`src/rtl/intermed_wire_monitor.sv`:
```
// Edge-counting observer for the AND/OR gating stage with a valid/ready result.
// Define INTERMED_MON_CHECK_EN to enable the sticky illegal-combination flag.
module intermed_wire_monitor #(
    parameter int CNT_W = 8,
    parameter int WIN_W = 8
) (
    input  logic             clk,
    input  logic             rst_n,
    input  logic             in_and,
    input  logic             in_or,
    input  logic             start,
    input  logic [WIN_W-1:0] win_len,
    input  logic             res_ready,
    output logic             res_valid,
    output logic [CNT_W-1:0] and_cnt,
    output logic [CNT_W-1:0] or_cnt,
    output logic             err
);

    typedef enum logic [1:0] {
        IDLE,
        COUNT,
        REPORT
    } state_e;

    state_e           state_q, state_d;
    logic [WIN_W-1:0] win_q, win_d;
    logic [CNT_W-1:0] and_q, and_d;
    logic [CNT_W-1:0] or_q, or_d;
    logic             s_and_q, s_and_q2;
    logic             s_or_q, s_or_q2;
    logic             edge_and, edge_or;

    assign edge_and = s_and_q & ~s_and_q2;
    assign edge_or  = s_or_q & ~s_or_q2;

    always_comb begin
        state_d = state_q;
        win_d   = win_q;
        and_d   = and_q;
        or_d    = or_q;
        unique case (state_q)
            IDLE: begin
                if (start) begin
                    // A zero length still opens a one-cycle window.
                    win_d   = (win_len == '0) ? WIN_W'(1) : win_len;
                    and_d   = '0;
                    or_d    = '0;
                    state_d = COUNT;
                end
            end
            COUNT: begin
                if (edge_and && and_q != '1) begin
                    and_d = and_q + CNT_W'(1);
                end
                if (edge_or && or_q != '1) begin
                    or_d = or_q + CNT_W'(1);
                end
                win_d = win_q - WIN_W'(1);
                if (win_q == WIN_W'(1)) begin
                    state_d = REPORT;
                end
            end
            REPORT: begin
                if (res_ready) begin
                    state_d = IDLE;
                end
            end
            default: state_d = IDLE;
        endcase
    end

    always_ff @(posedge clk) begin
        if (!rst_n) begin
            state_q  <= IDLE;
            win_q    <= '0;
            and_q    <= '0;
            or_q     <= '0;
            s_and_q  <= 1'b0;
            s_and_q2 <= 1'b0;
            s_or_q   <= 1'b0;
            s_or_q2  <= 1'b0;
        end else begin
            state_q  <= state_d;
            win_q    <= win_d;
            and_q    <= and_d;
            or_q     <= or_d;
            s_and_q  <= in_and;
            s_and_q2 <= s_and_q;
            s_or_q   <= in_or;
            s_or_q2  <= s_or_q;
        end
    end

`ifdef INTERMED_MON_CHECK_EN
    logic err_q;

    always_ff @(posedge clk) begin
        if (!rst_n) begin
            err_q <= 1'b0;
        end else if (s_and_q && !s_or_q) begin
            err_q <= 1'b1;
        end
    end

    assign err = err_q;
`else
    assign err = 1'b0;
`endif

    assign res_valid = (state_q == REPORT);
    assign and_cnt   = and_q;
    assign or_cnt    = or_q;

endmodule

```
`config.mk`:
```
export PLATFORM = sky130hd
export DESIGN_NAME = intermed_wire_monitor
export DESIGN_NICKNAME = d
export VERILOG_FILES = /design/src/rtl/intermed_wire_monitor.sv
export SDC_FILE = /design/constraint.sdc
export NUM_CORES = 1
export LEC_CHECK = 0
export BUFFER_PORTS_ARGS = -buffer_cell sky130_fd_sc_hd__buf_2
export CORE_MARGIN = 2
export CORE_UTILIZATION = 40
export CTS_CLUSTER_DIAMETER = 120
export DETAILED_ROUTE_END_ITERATION = 8
export SYNTH_ARGS = -nofsm -noshare
export SYNTH_HDL_FRONTEND = slang
export SYNTH_SLANG_ARGS = --single-unit
```
`constraint.sdc`:
```
create_clock -name clk -period 3.2 [get_ports clk]
set_input_delay 0.64 -clock clk [delete_from_list [all_inputs] [get_ports clk]]
set_output_delay 0.64 -clock clk [all_outputs]
set_load 0.005 [all_outputs]
```
# Word level (Yosys, flattened, before mapping)
# Cells that the tools add are included.
totals:
  reg_bits: 30
  input_bits: 14
  elab_cells: 46
classes:
  add_sub_neg: 3
  eq_ne: 10
  mux: 12
  bitwise: 4
  reduce_logical: 9
op_table:
  columns: ["op", "n"]
  rows:
  - ["8-bit case mux with 2 select lines", 3]
  - ["8-bit two-way mux", 5]
  - ["8-bit by 1-bit adder with 8-bit output (second input constant)", 2]
  - ["8-bit inequality test (second input constant)", 2]
  - ["2-bit inequality test (second input constant)", 5]
  - ["3-bit AND reduction", 3]
  - ["8-bit by 1-bit == test with 1-bit output (second input constant)", 1]
  - ["8-bit logical NOT", 1]
  - ["8-bit by 1-bit subtractor with 8-bit output (second input constant)", 1]
  - ["2-bit two-way mux", 3]
  - ["2-bit case mux with 3 select lines", 1]
  - ["1-bit bitwise AND", 2]
  - ["2-bit by 1-bit == test with 1-bit output (second input constant)", 1]
  - ["2-bit == test (second input constant)", 1]
  - ["1-bit logical AND", 2]
  - ["2-bit logical NOT", 1]
  - ["1-bit NOT", 2]
  - ["2-bit AND reduction", 1]
  - ["2-bit nonzero test", 1]

# Longest topological paths before layout
depth:
  ltp_word: 5
  mapped_depth: 7
  depth_no_buf: 6

# Worst setup path before layout
# Ideal clock, no wire load.
synth_timing:
  path_kind: "input -> register"
  startpoint: "input port rst_n"
  endpoint: "register or_q[7], in the netlist or_cnt[7]"
  setup_ns: 0.062
  arrival_ns: 1.598
  setup_slack_ns: 1.540
  stages: 5
  cell_sequence: "and3b_1 > buf_6 > o2111ai_4 > or4_1 > nand3_1"
synth_rtl:
  columns: ["item", "line", "text"]
  rows:
  - ["from (decl)", "8", "input logic rst_n,"]
  - ["to (signal assigned)", "87", "or_q <= or_d;"]
  - ["to (decl)", "29", "logic [CNT_W-1:0] or_q, or_d;"]

# Worst setup path in the final report
layout_timing:
  startpoint: "register state_q[0]"
  endpoint: "register or_q[1], in the netlist or_cnt[1]"
layout_between:
  elab_chain_cells: 3
  elab_cells_between_ends: 7
  cone_classes: "eq/ne (3); mux (1); reduce/logical (3)"
layout_lines:
  columns: ["item", "line", "text"]
  rows:
  - ["from (decl)", "26", "state_e state_q, state_d;"]
  - ["from (signal assigned)", "84", "state_q <= state_d;"]
  - ["2-bit by 1-bit == test with 1-bit output or 2-bit logical NOT (tied branches)", "42", "unique case (state_q)"]
  - ["2-bit inequality test (no line) or 2-bit nonzero test (tied branches)", null, null]
  - ["3-bit AND reduction (no line)", null, null]
# Parallel ways exist; a longest one is shown, timed or not.
# A chain may end at the register's enable or synchronous reset.

==> flow_metrics.py <==
metrics = {
    "timing": {
        "finalSetupTns_ns": 0,
        "max_slew_margin_pct": 49.63,
        "finalSetupViolCount": 0,
        "finalCritPeriodShare_pct": 58.25,
        "clock.fmax_mhz": 536.4,
        "worst_slew_pin_slew_ns": 0.7555,
        "final_hold_viol_count": 0,
        "drv_slew": 0,
        "min_period_ns": 1.864,
        "rsz0062_at_grt": "no",
        "fin_skew_ns": 0.004140,
    },
    "setup_path": {
        "path_buf_inv": 0,
        "path_cells": "o21ba_2 > nand2b_1 > and3_1 > o21a_1",
        "crit_arrival_ns": 2.06,
        "cp_top_family": "simple AND/OR/NAND/NOR gates",
        "timing.rr.start": "state_q[0]$_SDFFE_PN0P_",
        "cpPeakStageDelay_ns": 0.50,
        "setup.worst_path.end_class": "register",
        "path_max_fanout": 18,
        "worstSetupPathType": "register to register",
        "startpoint_type": "register",
        "cp_slowest_cell": "dfxtp_1",
        "cp-startpoint": "state_q[0]$_SDFFE_PN0P_",
        "worstPathRequired_ns": 3.39,
    },
    "synth": {
        "synth.top_cells.by_area": "dfxtp_1 36%, nand3_1 4.6%, a21oi_1 4.2%",
        "yosysWarnings": 0,
        "yosys.area.top_type": "dfxtp_1",
        "ys_types": 53,
        "synth_cells": 196,
        "synthTopCellsByCount": "30 x dfxtp_1, 15 x nand3_1, 14 x a21oi_1",
        "synth_nets": 214,
        "synth_edf_count": 0,
        "avgSynthCellArea_um2": 8.414,
        "yosysTopAreaCellShare_pct": 36.42,
        "syn-cell-area_um2": 1649,
        "synth_async_sr_flop_share_pct": 0,
        "ys_seq_area_share_pct": 36.42,
        "synth_top_flop_cell": "dfxtp_1",
        "synth.most_common_cell": "dfxtp_1",
        "synth_seq_cells": 30,
    },
    "finish": {
        "stdcell_count": 275,
        "syn_to_final_growth_pct": 16.62,
        "drive_above_1_share_pct": 21.33,
        "antenna_cells": 0,
        "layout.nets": 242,
    },
    "routing": {
        "ant_nets": 0,
        "avgViaCountPerCell": 5.673,
        "remaining_drc_errors": 0,
        "wire_per_inst_um": 14.27,
        "routed-wl-met2_um": 1782,
        "wirelength_um": 3923,
        "wl_met1_um": 1889,
        "first_pass_iters": 4,
        "maxUsedRoutingLayer": "met4",
        "first_iter_violations": 70,
        "vias": 1560,
        "wl_met3_um": 167,
    },
    "grt": {
        "grt.overflow.total": 0,
        "grt_antenna_before_repair": 0,
        "grt_pass1_vias": 1418,
        "grt_pass1_wl_um": 6624,
        "grt_usage_pct": 19.10,
        "grt_max_degree": 21,
    },
    "floorplanning": {
        "start_util_pct": 41.52,
        "die-area_um2": 4653,
        "num_rows": 23,
        "die_y_um": 68.21,
        "die_w_um": 68.21,
        "core-area_um2": 3971,
        "top_level_ports": 32,
    },
    "place": {
        "dp_cells": 267,
        "gp_congestion": 0.7757,
        "port-buffer-count": 30,
        "hpwl_um": 2725,
    },
    "clock_tree": {
        "cts.sinks": 30,
        "clock_latency_ns": 0.29,
        "htree_levels": 2,
        "cts_root_buf": "clkbuf_8",
        "cts_tree": "built",
        "numCtsBuffers": 5,
        "clkTransAtPathRegs_ns": 0.07,
        "cts_hold_buffers": 0,
        "cts-resized-gates": 0,
        "cts_setup_buffers": 0,
        "clockBufferDepth": 2,
    },
    "power_and_ir_drop": {
        "p_sw_uw": 273.9,
        "powerDensity_nw_per_um2": 493.1,
        "p_int_uw": 674.3,
        "clkPwrFrac_pct": 39.5,
        "seq_power_share_pct": 44.0,
        "ir_worst_vdd_v": 0.0002387,
        "p_leak_uw": 0.0007601,
        "p_comb_share_pct": 16.6,
        "swShare_pct": 28.88,
    },
    "worst_hold_path": {
        "min_path_type": "register to register",
        "hp-start": "win_q[6]$_SDFFE_PN0P_",
    },
    "run_status": {
        "outcome": "complete, no violations",
    },
    "run": {
        "drv_cap": 0,
    },
}
[cell families (layout without fill, tap and decap cells)]
kind of cell	Yosys count	count (layout)	synth area share, %
fa+ha+maj	4	4	3.035
compound gates	59	59	25.65
simple gates	77	77	26.33
other cells	1	1	0.2274
mux	4	4	2.428
buf+inv	21	50	5.917
flops	30	30	36.42
[worst min-delay path: stages (launching register included)]
cell     delay, ns
dfxtp_1       0.31
o21ai_0       0.06
a21oi_1       0.06
[registers in the layout (all words and copies together), names as in the netlist]
register,count
and_cnt,8
win_q,8
state_q,2
or_cnt,8
s_or_q2,1
s_and_q,1
s_or_q,1
s_and_q2,1
[cells in the final DEF (no fill, tap or decap), types with 2 or more instances in the layout]
| cell type | synthesis | layout |
|---|---|---|
| inv_1 | 10 | 10 |
| nand3_1 | 15 | 15 |
| nor2b_1 | 2 | 2 |
| and2_1 | 6 | 6 |
| nor3_1 | 4 | 4 |
| dfxtp_1 | 30 | 30 |
| and3_1 | 2 | 2 |
| a31oi_1 | 6 | 6 |
| clkbuf_8 | 0 | 8 |
| nand3b_1 | 2 | 2 |
| buf_2 | 3 | 30 |
| a211oi_1 | 2 | 2 |
| mux2i_1 | 4 | 4 |
| o22ai_1 | 3 | 3 |
| o21ai_0 | 11 | 11 |
| o31a_1 | 2 | 2 |
| nor2_1 | 13 | 13 |
| nand4_1 | 6 | 6 |
| nand4b_1 | 3 | 3 |
| nor4_1 | 2 | 2 |
| o211ai_1 | 3 | 3 |
| a2bb2oi_1 | 2 | 2 |
| ha_1 | 4 | 4 |
| o2111a_1 | 2 | 2 |
| nand2_1 | 9 | 9 |
| a32oi_1 | 3 | 3 |
| or4_1 | 2 | 2 |
| nand2b_1 | 2 | 2 |
| a21oi_1 | 14 | 14 |
[cell type report]
cell class | count | area, um2
clock buffer | 8 | 110.1
fill | 393 | 2048
inverter | 11 | 41.29
multi-input combinational | 145 | 950.9
sequential | 30 | 600.6
tap | 50 | 62.56
timing repair buffer | 31 | 157.7
[path summary, 6_finish.rpt]
kind | endpoint | slack [ns] | cells after the start
worst min register to register | win_q[6]$_SDFFE_PN0P_ | 0.48 | 2
worst min-delay path | win_q[6]$_SDFFE_PN0P_ | 0.48 | 2
worst max-delay path | or_cnt[1]$_SDFFE_PN0P_ | 1.34 | 4
worst max register to register | or_cnt[1]$_SDFFE_PN0P_ | 1.34 | 4
[layer usage]
metal | global-route usage, % | vias to the layer above
met5 | 0 | -
met4 | 9.000 | 0
met3 | 4.112 | 7
met2 | 29.73 | 32
met1 | 25.08 | 729
li1 | - | 792
[stage by stage]
step / power (uW) / worst slack [ns] / hold slack (ns) / area, um2 / utilization, %
after global placement: 580.7 / 1.150 / 0.4719 / 1813 / 45.65
after detailed placement: 580.7 / 1.130 / 0.4717 / 1813 / 45.65
after floorplan: 546.5 / 1.540 / 0.4445 / 1649 / -
final: 948.2 / 1.336 / 0.4813 / 1923 / 48.42
after CTS: 952.9 / 1.388 / 0.4842 / 1923 / 48.42
after global routing: 990.5 / 1.216 / 0.5066 / 1923 / 48.42
[power by group through the flow]
stage | clock network [uW] | logic, uW | registers [uW]
after floorplan | 0 | 130 | 416
after global placement | 0 | 156 | 425
after detailed placement | 0 | 156 | 425
after CTS | 380 | 157 | 416
after global routing | 391 | 179 | 421
final | 374 | 157 | 417
(Power assumes the default switching activity.)
